`src/rtl/modred_stream_ctrl_if.sv`:
```
// rtl/modred_stream_ctrl_if.sv - config, operand, reducer and result signals of the reducer front-end
interface modred_stream_ctrl_if #(
  parameter int DATA_LENGTH = 64
) ();
  logic                   cfg_valid_i;
  logic [DATA_LENGTH-1:0] cfg_mod_i;
  logic                   mod_err_o;

  logic                   in_valid_i;
  logic                   in_ready_o;
  logic [DATA_LENGTH-1:0] in_data_i;

  logic                   red_start_o;
  logic [DATA_LENGTH-1:0] red_x_o;
  logic [DATA_LENGTH-1:0] red_m_o;
  logic [DATA_LENGTH-1:0] red_m_bl_o;
  logic [DATA_LENGTH-1:0] red_result_i;
  logic                   red_valid_i;

  logic                   out_valid_o;
  logic                   out_ready_i;
  logic [DATA_LENGTH-1:0] out_data_o;

  logic                   busy_o;
  logic                   timeout_o;

  modport slave (
    input  cfg_valid_i, cfg_mod_i, in_valid_i, in_data_i,
           red_result_i, red_valid_i, out_ready_i,
    output mod_err_o, in_ready_o, red_start_o, red_x_o, red_m_o, red_m_bl_o,
           out_valid_o, out_data_o, busy_o, timeout_o
  );

  modport master (
    output cfg_valid_i, cfg_mod_i, in_valid_i, in_data_i,
           red_result_i, red_valid_i, out_ready_i,
    input  mod_err_o, in_ready_o, red_start_o, red_x_o, red_m_o, red_m_bl_o,
           out_valid_o, out_data_o, busy_o, timeout_o
  );
endinterface

```
`src/rtl/modred_stream_ctrl.sv`:
```
// rtl/modred_stream_ctrl.sv - operand FIFO, job sequencer and watchdog in front of the shift-add modular reducer
module modred_stream_ctrl #(
  parameter int DATA_LENGTH    = 64,
  parameter int FIFO_DEPTH     = 4,
  parameter int TIMEOUT_CYCLES = 1024
) (
  input  logic               clk_i,
  input  logic               rst_i,
  modred_stream_ctrl_if.slave bus
);

  localparam int PTR_W = (FIFO_DEPTH > 1) ? $clog2(FIFO_DEPTH) : 1;
  localparam int CNT_W = $clog2(FIFO_DEPTH + 1);
  localparam int WD_W  = (TIMEOUT_CYCLES > 1) ? $clog2(TIMEOUT_CYCLES) : 1;

  localparam logic [1:0] ST_IDLE  = 2'd0;
  localparam logic [1:0] ST_ISSUE = 2'd1;
  localparam logic [1:0] ST_WAIT  = 2'd2;
  localparam logic [1:0] ST_HOLD  = 2'd3;

  logic [1:0]             state_q, state_d;
  logic                   abort;

  logic [DATA_LENGTH-1:0] fifo_mem [FIFO_DEPTH];
  logic [PTR_W-1:0]       wr_ptr_q, rd_ptr_q;
  logic [CNT_W-1:0]       count_q;
  logic                   fifo_full, fifo_empty;
  logic                   push, pop;

  logic                   mod_ok_q, mod_err_q;
  logic [DATA_LENGTH-1:0] red_m_q, red_m_bl_q;
  logic [DATA_LENGTH-1:0] red_x_q, out_data_q;
  logic                   start_hold_q;
  logic [WD_W-1:0]        wd_cnt_q;
  logic                   wd_expired;
  logic                   timeout_q;
  logic                   cfg_accept, out_fire, in_ready;

  function automatic logic [DATA_LENGTH-1:0] bit_len(input logic [DATA_LENGTH-1:0] v);
    logic [DATA_LENGTH-1:0] bl;
    bl = '0;
    for (int i = 0; i < DATA_LENGTH; i++) begin
      if (v[i]) bl = DATA_LENGTH'(i + 1);
    end
    return bl;
  endfunction

  assign fifo_full  = (count_q == CNT_W'(FIFO_DEPTH));
  assign fifo_empty = (count_q == '0);
  assign in_ready   = mod_ok_q & ~fifo_full;
  assign push       = bus.in_valid_i & in_ready;
  assign out_fire   = (state_q == ST_HOLD) & bus.out_ready_i;
  // A HOLD handshake pops the next operand directly so the reducer sees no idle gap.
  assign pop        = ~fifo_empty & ((state_q == ST_IDLE) | out_fire);
  assign cfg_accept = bus.cfg_valid_i & (state_q == ST_IDLE) & fifo_empty;
  assign wd_expired = (wd_cnt_q == WD_W'(TIMEOUT_CYCLES - 1));

  always_comb begin
    state_d = state_q;
    abort   = 1'b0;
    case (state_q)
      ST_IDLE:  if (pop) state_d = ST_ISSUE;
      ST_ISSUE: state_d = ST_WAIT;
      ST_WAIT: begin
        if (bus.red_valid_i) begin
          state_d = ST_HOLD;
        end else if (wd_expired) begin
          state_d = ST_IDLE;
          abort   = 1'b1;
        end
      end
      ST_HOLD:  if (bus.out_ready_i) state_d = fifo_empty ? ST_IDLE : ST_ISSUE;
      default:  state_d = ST_IDLE;
    endcase
  end

  always_ff @(posedge clk_i) begin
    if (push) fifo_mem[wr_ptr_q] <= bus.in_data_i;
  end

  always_ff @(posedge clk_i) begin
    if (rst_i) begin
      wr_ptr_q <= '0;
      rd_ptr_q <= '0;
      count_q  <= '0;
    end else begin
      if (push) wr_ptr_q <= wr_ptr_q + PTR_W'(1);
      if (pop)  rd_ptr_q <= rd_ptr_q + PTR_W'(1);
      case ({push, pop})
        2'b10:   count_q <= count_q + CNT_W'(1);
        2'b01:   count_q <= count_q - CNT_W'(1);
        default: count_q <= count_q;
      endcase
    end
  end

  always_ff @(posedge clk_i) begin
    if (rst_i) begin
      mod_ok_q   <= 1'b0;
      mod_err_q  <= 1'b0;
      red_m_q    <= '0;
      red_m_bl_q <= '0;
    end else if (cfg_accept) begin
      red_m_q    <= bus.cfg_mod_i;
      red_m_bl_q <= bit_len(bus.cfg_mod_i);
      mod_ok_q   <= (bus.cfg_mod_i != '0);
      mod_err_q  <= (bus.cfg_mod_i == '0);
    end
  end

  always_ff @(posedge clk_i) begin
    if (rst_i) begin
      state_q      <= ST_IDLE;
      red_x_q      <= '0;
      out_data_q   <= '0;
      start_hold_q <= 1'b0;
      wd_cnt_q     <= '0;
      timeout_q    <= 1'b0;
    end else begin
      state_q      <= state_d;
      // The reducer needs start for two cycles: ISSUE plus the first WAIT cycle.
      start_hold_q <= (state_q == ST_ISSUE);
      timeout_q    <= abort;
      if (pop) red_x_q <= fifo_mem[rd_ptr_q];
      if ((state_q == ST_WAIT) && bus.red_valid_i) out_data_q <= bus.red_result_i;
      if (state_q == ST_ISSUE) begin
        wd_cnt_q <= '0;
      end else if (state_q == ST_WAIT) begin
        wd_cnt_q <= wd_cnt_q + WD_W'(1);
      end
    end
  end

  assign bus.in_ready_o  = in_ready;
  assign bus.mod_err_o   = mod_err_q;
  assign bus.red_m_o     = red_m_q;
  assign bus.red_m_bl_o  = red_m_bl_q;
  assign bus.red_x_o     = red_x_q;
  assign bus.red_start_o = (state_q == ST_ISSUE) | start_hold_q;
  assign bus.out_valid_o = (state_q == ST_HOLD);
  assign bus.out_data_o  = out_data_q;
  assign bus.busy_o      = (state_q != ST_IDLE) | ~fifo_empty;
  assign bus.timeout_o   = timeout_q;

endmodule
```
`src/flat_wrapper.sv`:
```
// flat-port wrapper written by rule: the top's interface ports become plain ports
module modred_stream_ctrl_flat 
#(
  parameter int DATA_LENGTH    = 64,
  parameter int FIFO_DEPTH     = 4,
  parameter int TIMEOUT_CYCLES = 1024
)
  (clk_i, rst_i, bus_cfg_valid_i, bus_cfg_mod_i, bus_in_valid_i, bus_in_data_i, bus_red_result_i, bus_red_valid_i, bus_out_ready_i, bus_mod_err_o, bus_in_ready_o, bus_red_start_o, bus_red_x_o, bus_red_m_o, bus_red_m_bl_o, bus_out_valid_o, bus_out_data_o, bus_busy_o, bus_timeout_o);
  modred_stream_ctrl_if #(.DATA_LENGTH(DATA_LENGTH)) bus_i ();
  input  logic clk_i;
  input  logic rst_i;
  input wire logic [$bits(bus_i.cfg_valid_i)-1:0] bus_cfg_valid_i;
  input wire logic [$bits(bus_i.cfg_mod_i)-1:0] bus_cfg_mod_i;
  input wire logic [$bits(bus_i.in_valid_i)-1:0] bus_in_valid_i;
  input wire logic [$bits(bus_i.in_data_i)-1:0] bus_in_data_i;
  input wire logic [$bits(bus_i.red_result_i)-1:0] bus_red_result_i;
  input wire logic [$bits(bus_i.red_valid_i)-1:0] bus_red_valid_i;
  input wire logic [$bits(bus_i.out_ready_i)-1:0] bus_out_ready_i;
  output wire logic [$bits(bus_i.mod_err_o)-1:0] bus_mod_err_o;
  output wire logic [$bits(bus_i.in_ready_o)-1:0] bus_in_ready_o;
  output wire logic [$bits(bus_i.red_start_o)-1:0] bus_red_start_o;
  output wire logic [$bits(bus_i.red_x_o)-1:0] bus_red_x_o;
  output wire logic [$bits(bus_i.red_m_o)-1:0] bus_red_m_o;
  output wire logic [$bits(bus_i.red_m_bl_o)-1:0] bus_red_m_bl_o;
  output wire logic [$bits(bus_i.out_valid_o)-1:0] bus_out_valid_o;
  output wire logic [$bits(bus_i.out_data_o)-1:0] bus_out_data_o;
  output wire logic [$bits(bus_i.busy_o)-1:0] bus_busy_o;
  output wire logic [$bits(bus_i.timeout_o)-1:0] bus_timeout_o;
  assign bus_i.cfg_valid_i = bus_cfg_valid_i;
  assign bus_i.cfg_mod_i = bus_cfg_mod_i;
  assign bus_i.in_valid_i = bus_in_valid_i;
  assign bus_i.in_data_i = bus_in_data_i;
  assign bus_i.red_result_i = bus_red_result_i;
  assign bus_i.red_valid_i = bus_red_valid_i;
  assign bus_i.out_ready_i = bus_out_ready_i;
  assign bus_mod_err_o = bus_i.mod_err_o;
  assign bus_in_ready_o = bus_i.in_ready_o;
  assign bus_red_start_o = bus_i.red_start_o;
  assign bus_red_x_o = bus_i.red_x_o;
  assign bus_red_m_o = bus_i.red_m_o;
  assign bus_red_m_bl_o = bus_i.red_m_bl_o;
  assign bus_out_valid_o = bus_i.out_valid_o;
  assign bus_out_data_o = bus_i.out_data_o;
  assign bus_busy_o = bus_i.busy_o;
  assign bus_timeout_o = bus_i.timeout_o;
  modred_stream_ctrl #(.DATA_LENGTH(DATA_LENGTH), .FIFO_DEPTH(FIFO_DEPTH), .TIMEOUT_CYCLES(TIMEOUT_CYCLES)) u_core (.clk_i(clk_i), .rst_i(rst_i), .bus(bus_i));
endmodule
```
`config.mk`:
```
export PLATFORM = sky130hd
export DESIGN_NAME = modred_stream_ctrl_flat
export DESIGN_NICKNAME = d
export VERILOG_FILES = /design/src/rtl/modred_stream_ctrl_if.sv /design/src/rtl/modred_stream_ctrl.sv /design/src/flat_wrapper.sv
export SDC_FILE = /design/constraint.sdc
export NUM_CORES = 1
export LEC_CHECK = 0
export BUFFER_PORTS_ARGS = -buffer_cell sky130_fd_sc_hd__buf_2
export CORE_MARGIN = 2
export CORE_UTILIZATION = 57
export DETAILED_ROUTE_END_ITERATION = 12
export HOLD_SLACK_MARGIN = 0.08
export PLACE_DENSITY = 0.92
export REMOVE_ABC_BUFFERS = 1
export SETUP_SLACK_MARGIN = 0.5
export SYNTH_ARGS = -nofsm -noshare
export SYNTH_HDL_FRONTEND = slang
export SYNTH_SLANG_ARGS = --single-unit
```
`constraint.sdc`:
```
create_clock -name clk_i -period 4.82 [get_ports clk_i]
set_input_delay 0.723 -clock clk_i [delete_from_list [all_inputs] [get_ports clk_i]]
set_output_delay 0.723 -clock clk_i [all_outputs]
set_load 0.03 [all_outputs]
```
==> results by group, run 1 <==
Run status
  • Status: completed

Critical path
  • CP top delay family: simple AND/OR/NAND/NOR gates
  • Register-to-Register Path Depth: 4
  • CP Launch Type: flip-flop
  • Crit. End Element: flip-flop
  • Buf/Inv on CP: 2
  • Crit Path Category: flip-flop to flip-flop
  • R2r endpoint: u_core.fifo_mem[0][63]$_DFFE_PP_
  • Worst Path Required: 5.05 ns
  • Crit Path Max Fanout: 34
  • Max incr delay on CP: 0.93 ns
  • Worst path cell trace: inv_1, a31oi_1, and3_2, buf_4
  • Critical Path Slowest Stage Cell: and3_2
  • RR Startpoint: u_core.count_q[1]$_SDFFE_PP0P_
  • WP data arrival: 2.81 ns
  • Register-to-register path setup slack: 2.23 ns

Timing
  • Final critical-path setup slack: 2.23 ns
  • Setup_tns: 0 ns
  • Setup Skew: 0.0209 ns
  • Relative slew margins: 19.2%
  • RSZ-0062 raised after global routing: false
  • Final Critical Period: about 2.6 ns
  • Final max-slew violation count: 0
  • Fmax: a little under 400 MHz
  • # setup viols final: 0
  • Hold_ws: 0.384 ns
  • Slew @ Worst Pin: 1.21 ns
  • Final worst-path cycle share: 53.7%
  • Final hold vios: 0

Clock tree
  • Postcts setup bufs: 0
  • Max clock buf depth: 3
  • Clock Sinks: 477
  • Cts repair resizes: 0
  • H-tree levels: 2
  • Num CTS Buffers: 47
  • Worst-skew pair later-pin latency: 0.56 ns
  • Root Driver: clkbuf_16
  • Cts-stage hold buffer count: 0
  • TritonCTS clock tree: yes
  • Clk slew on worst S/H paths: around 0.06 ns

Die
  • Total die area: 0.0335 mm²
  • IO Pins: 460
  • FP Rows: 65
  • DIE HEIGHT: around 180 µm
  • Core Area: 0.0316 mm²
  • Chip Width: between 150 and 200 µm
  • Starting Density: 57.9%

Power
  • Combinational fraction of design power: 29.8%
  • Worst VDD drop: 0.670 mV
  • Static Leak: approximately 0.0085 µW
  • Net Sw Power: 4720 µW
  • Net Sw Frac: around 36%
  • Total power draw: 13,000 µW
  • Clock Power Share: a little under 30%
  • Internal power: 8280 µW
  • Pwr Density: approximately 590 mW/mm²
  • Flop pwr share: 40.9%

Route
  • Initial detailed-routing violation count: ~1,200
  • WL per Instance: 22.1 µm
  • Routed wire length: between 50 and 60 mm
  • # DRC: 0
  • DR vias: roughly 14,000
  • Detail Route Antenna Nets: 0
  • Drt pass-1 iters: 6
  • Via density per instance: 5.72

Final layout
  • Synthesis-to-finish area growth: 20.3%
  • Non-filler instance count after layout: between 2,000 and 2,500
  • Fin nets: 2,116
  • Layout cells sized above 1: 29.7%

Global routing
  • Initial antenna violation count: 11
  • GRT overflow: 0
  • Largest net degree at the start of global routing: 84
  • First-pass GRT wire length: 76.2 mm
  • GRT Total Usage: 30.1%
  • Vias in the first global route: 13,071

Yosys
  • Number of synthesized register bits: 477
  • Synth Flop Type: edfxtp_1
  • Yosys top cell area share: 42.1%
  • Mapped cell area: 0.0183 mm²
  • Ys async rst share: 0%
  • Synth warnings: 0
  • Netlist cell types: 54
  • Ranking of synthesized cells by area: edfxtp_1, dfxtp_1, nand2_1
  • Synth area leader: edfxtp_1
  • Sequential area share after synthesis: about 66%
  • Post-Synthesis Cells: 1,528
  • Average cell area after synthesis: 12.0 µm²
  • Post-synth EDFFs: around 260

Hold path
  • Worst Hold Depth: 1
  • Hold Path End: u_core.fifo_mem[0][10]$_DFFE_PP_
  • Hold/Removal Path Class: primary input to flip-flop
  • Hold wc startpoint: bus_in_data_i[10]

Place
  • Dpl hpwl: roughly 35 mm
  • Routability congestion estimate: around 0.95
  • DP Worst Slack: 2.11 ns
  • I/O Buffers: 402
  • Placed cell count: between 2,000 and 2,500

Job
  • Max_cap viols: 0
metrics by stage:
step	area [µm²]	util [%]
4_1_cts	22000	69.6
6_report	22000	69.7
5_1_grt	22000	69.7
2_1_floorplan	17700	-
3_3_place_gp	20300	64.5
3_5_place_dp	20300	64.5
placed cells by master (no fill, tap or decap), drive strengths merged, types with 3 or more instances in the layout:
| master | count |
|---|---|
| a22oi | 4 |
| nor2 | 50 |
| and2 | 5 |
| nand3 | 6 |
| clkinv | 20 |
| nand2 | 414 |
| diode | 9 |
| nor2b | 3 |
| mux4 | 64 |
| conb | 57 |
| nor4 | 14 |
| edfxtp | 256 |
| or4 | 3 |
| o31ai | 4 |
| nand4 | 3 |
| nand2b | 6 |
| or3 | 5 |
| xor2 | 7 |
| o21a | 3 |
| ha | 6 |
| a31oi | 4 |
| clkbuf | 54 |
| nor3 | 16 |
| buf | 418 |
| and3 | 9 |
| o21ai | 15 |
| a21oi | 223 |
| inv | 23 |
| bufinv | 6 |
| dfxtp | 221 |
| clkinvlp | 6 |
kinds of logic (layout without fill, tap and decap cells):
kind of cell | Yosys count | after routing | share of synthesized area (%)
AND/OR/NAND/NOR | 540 | 540 | 12.1
multiplexers | 65 | 65 | 7.94
adder cells (fa/ha/maj) | 7 | 7 | 0.520
AO/OA/AOI/OAI | 268 | 268 | 7.82
other | 1 | 66 | 0.0205
buffers and inverters | 161 | 527 | 4.87
XOR/XNOR | 9 | 9 | 0.431
flip-flops | 477 | 477 | 66.3
layer usage:
metal  share of wire (%)  vias to the layer above  global-route usage (%)
li1                    -                     6064                       -
met1                  37                     6535                    37.6
met2                  49                      765                    50.5
met3                 9.5                      134                    7.35
met4                 4.3                        4                    12.6
met5               0.052                        -                       0
power by group through the flow:
| stage | registers [µW] | logic (µW) | clock network, µW |
|---|---|---|---|
| floorplan | 6120 | 1750 | 0 |
| global placement | 5350 | 3700 | 0 |
| detailed placement | 5390 | 3820 | 0 |
| CTS | 5320 | 3860 | 3830 |
| global route | 5380 | 4130 | 4000 |
| finish | 5320 | 3870 | 3810 |
state kept, by name (all words and copies together), names as in the netlist, 2 cells and up:
signal / flops
u_core.count_q: 3
u_core.bus.red_m_o: 63
u_core.bus.out_data_o: 64
u_core.state_q: 2
u_core.fifo_mem: 256
u_core.wd_cnt_q: 10
u_core.rd_ptr_q: 2
u_core.bus.red_m_bl_o: 7
u_core.bus.red_x_o: 64
u_core.wr_ptr_q: 2
cell usage after synthesis (2+ instances only):
cell and number:
mux4_2 64, or4_1 3, a211oi_1 2, o31a_1 2, o21a_1 3, xnor2_1 2, nor2b_1 3, edfxtp_1 256
o31ai_1 4, a22oi_1 3, dfxtp_1 221, and2_1 5, a21oi_1 223, nor3_1 15, ha_1 6, or3_1 5
nand4_1 3, clkbuf_1 46, o2111ai_1 2, buf_6 3, o21ai_0 15, xor2_1 7, o21bai_1 2, and3_1 9
nand2b_1 6, nand2_1 414, nand3_1 6, inv_1 20, buf_4 60, nand3b_1 2, nor3b_1 2, a31oi_1 4
nor2_1 49, buf_2 29, nor4_1 13
worst max-delay path by stage:
stage / from / to / slack [ns] / cells after the start
3_3_place_gp: bus_out_ready_i / u_core.count_q[2]$_SDFFE_PP0P_ / 2.16 / 11
5_1_grt: u_core.count_q[0]$_SDFFE_PP0P_ / u_core.mod_ok_q$_SDFFE_PP0P_ / 2.07 / 6
3_5_place_dp: bus_out_ready_i / u_core.count_q[2]$_SDFFE_PP0P_ / 2.11 / 11
6_report: u_core.count_q[1]$_SDFFE_PP0P_ / u_core.fifo_mem[0][63]$_DFFE_PP_ / 2.23 / 4
2_1_floorplan: u_core.rd_ptr_q[0]$_SDFFE_PP0P_ / u_core.bus.red_x_o[0]$_SDFFE_PP0P_ / 1.14 / 3
4_1_cts: u_core.count_q[1]$_SDFFE_PP0P_ / u_core.fifo_mem[0][8]$_DFFE_PP_ / 2.24 / 4
cell type report:
type | instances | area (µm²)
well taps | 402 | 503
clock inverters | 34 | 380
clock buffers | 54 | 1250
diodes | 9 | 22.5
inverters | 21 | 78.8
flip-flops and latches | 477 | 12100
multi-input cells | 946 | 5500
repair buffers | 418 | 2140
fillers | 2164 | 9560
Note: power is estimated with default switching activity, not from simulation.
==> run 2: changes to the inputs <==
CORE_UTILIZATION = 48   (was 57)
PLACE_DENSITY = 0.83   (was 0.92)
clock period = 2.25 ns   (was 4.82 ns; I/O delays follow)
==> results by group, run 2 (same netlist as run 1, synthesis figures left out) <==
Clock tree
  • Clock Sinks: 477
  • Max clock buf depth: 3
  • TritonCTS clock tree: yes
  • Clk slew on worst S/H paths: approximately 0.060 ns
  • Num CTS Buffers: 49
  • Root Driver: clkbuf_16
  • Worst-skew pair later-pin latency: ~0.58 ns
  • H-tree levels: 2

Critical path
  • Register-to-register path setup slack: 0.15 ns
  • Crit. End Element: flip-flop
  • R2r endpoint: u_core.count_q[2]$_SDFFE_PP0P_
  • RR Startpoint: u_core.state_q[0]$_SDFFE_PP0P_
  • Crit Path Max Fanout: 3
  • Worst setup path end: u_core.count_q[2]$_SDFFE_PP0P_
  • Crit Path Category: flip-flop to flip-flop
  • Crit path launch: u_core.state_q[0]$_SDFFE_PP0P_
  • CP Launch Type: flip-flop
  • WP data arrival: 2.60 ns
  • Register-to-Register Path Depth: 10
  • Worst Path Required: 2.75 ns

Hold path
  • Hold/Removal Path Class: primary input to flip-flop
  • Hold wc startpoint: bus_cfg_mod_i[12]

Die
  • Starting Density: 48.6%
  • Chip Width: 199 µm
  • Total die area: 0.0397 mm²
  • FP Rows: 71
  • Core Area: 0.0376 mm²
  • IO Pins: 460
  • DIE HEIGHT: about 200 µm

Final layout
  • Layout cells sized above 1: 31.2%
  • Biggest register: u_core.fifo_mem
  • Max reg flops: 256
  • Commonest non-fill, non-tap cell in the layout: nand2_1
  • Fin nets: 2,374
  • Final core occ: between 60% and 70%
  • Most frequent cells in the layout: nand2_1, buf_2, edfxtp_1
  • Synthesis-to-finish area growth: 38.0%

Route
  • Routed wire length: 61.6 mm
  • # DRC: 0
  • Initial detailed-routing violation count: roughly 1,000
  • Via density per instance: between 5 and 6
  • Detail Route Antenna Nets: 0
  • WL per Instance: 22.6 µm
  • DR vias: 14,953
  • Drt pass-1 iters: 5

Timing
  • # setup viols final: 0
  • Final hold vios: 0
  • Relative slew margins: roughly 53%
  • Final Critical Period: 2.10 ns
  • Final worst-path cycle share: between 90% and 100%
  • RSZ-0062 raised after global routing: true
  • Setup Skew: 0.0185 ns
  • Final max-slew violation count: 0
  • Fmax: between 400 and 500 MHz
  • Hold_ws: around 0.11 ns
  • Slew @ Worst Pin: 0.708 ns

Power
  • Pwr Density: roughly 1200 mW/mm²
  • Worst VDD drop: 1.08 mV
  • Static Leak: 0.00978 µW
  • Total power draw: 30,200 µW

Global routing
  • Largest net degree at the start of global routing: 128
  • Vias in the first global route: 14,574
  • GRT overflow: 0
  • First-pass GRT wire length: 87.1 mm
  • Initial antenna violation count: 8
  • GRT Total Usage: 29.6%

Place
  • Routability congestion estimate: 0.940
  • Dpl hpwl: ~37 mm
  • I/O Buffers: 402

Run status
  • Status: completed

Job
  • Max_cap viols: 0
-- run 2: cell count changes in the layout (fill, tap and decap cells not counted), moves of 7 or more --
cell	delta
buf_12	+17
buf_6	+11
buf_4	+39
dfxtp_1	-8
nor4_1	-10
nor4_4	+7
clkinv_2	-8
dlygate4sd3_1	+185
clkbuf_1	+12
and3_4	+7
-- run 2: worst max-delay path, cell delays in order (launching register included) --
cell and delay (ns):
dfxtp_2 0.35, and3_1 0.15, nor2_1 0.05, or2_4 0.24
inv_4 0.07, ha_4 0.13, inv_2 0.03, fa_2 0.35
xor2_1 0.17, or3_1 0.33, a21oi_1 0.14
-- run 2: worst min path at each step --
stage / cells after the start / to / slack [ns]
6_report: 3 / u_core.bus.red_m_o[12]$_SDFFE_PP0P_ / 0.11
5_1_grt: 3 / u_core.bus.out_data_o[53]$_SDFFE_PP0P_ / 0.09
4_1_cts: 3 / u_core.bus.red_m_o[6]$_SDFFE_PP0P_ / 0.08
3_5_place_dp: 2 / u_core.bus.out_data_o[8]$_SDFFE_PP0P_ / 0.44
3_3_place_gp: 2 / u_core.bus.red_x_o[41]$_SDFFE_PP0P_ / 0.44
2_1_floorplan: 1 / u_core.bus.mod_err_o$_SDFFE_PP0P_ / 0.41
-- run 2: metal layers --
layer  track usage [%]  vias to the layer above  part of all wire [%]
li1                  -                     6580                     -
met1              34.5                     7258                    35
met2              49.7                      912                    50
met3              7.75                      199                   9.2
met4              16.7                        4                   5.5
met5                 0                        -                 0.036
-- run 2: final cells by class --
type                       count  area (µm²)
fill                        2643       12400
sequential                   477       12100
multi-input combinational    946        5800
timing repair buffer         674        4890
clock buffer                  68        1350
tap                          511         639
clock inverter                24         304
inverter                      21        81.3
antenna                        7        17.5
-- run 2: timing repair --
item,4_1_cts,5_1_grt
buffers inserted,7,23
pin swaps,6,15
hold buffers,185,0
resized for setup,46,63
setup endpoints to repair,369,199
gates cloned,1,5
endpoints found under the hold margin,377,0
-- run 2: report_power, final --
group	internal [µW]	leakage [µW]	switching (µW)	total (µW)
Sequential	10400	0.00412	749	11200
Clock	4910	0.000797	3480	8390
Combinational	3980	0.00487	6660	10600
-- run 2: stage by stage --
step	cell area [µm²]	TNS (ns)	std cells	setup slack [ns]
final	25200	0	2728	0.148
after global routing	25200	0	2726	0.117
after CTS	24700	0	2693	0.225
after detailed placement	20900	-0.0450	2408	-0.0450
after global placement	20900	-0.0177	2408	-0.0177
after floorplan	17700	-363.35	1444	-1.43
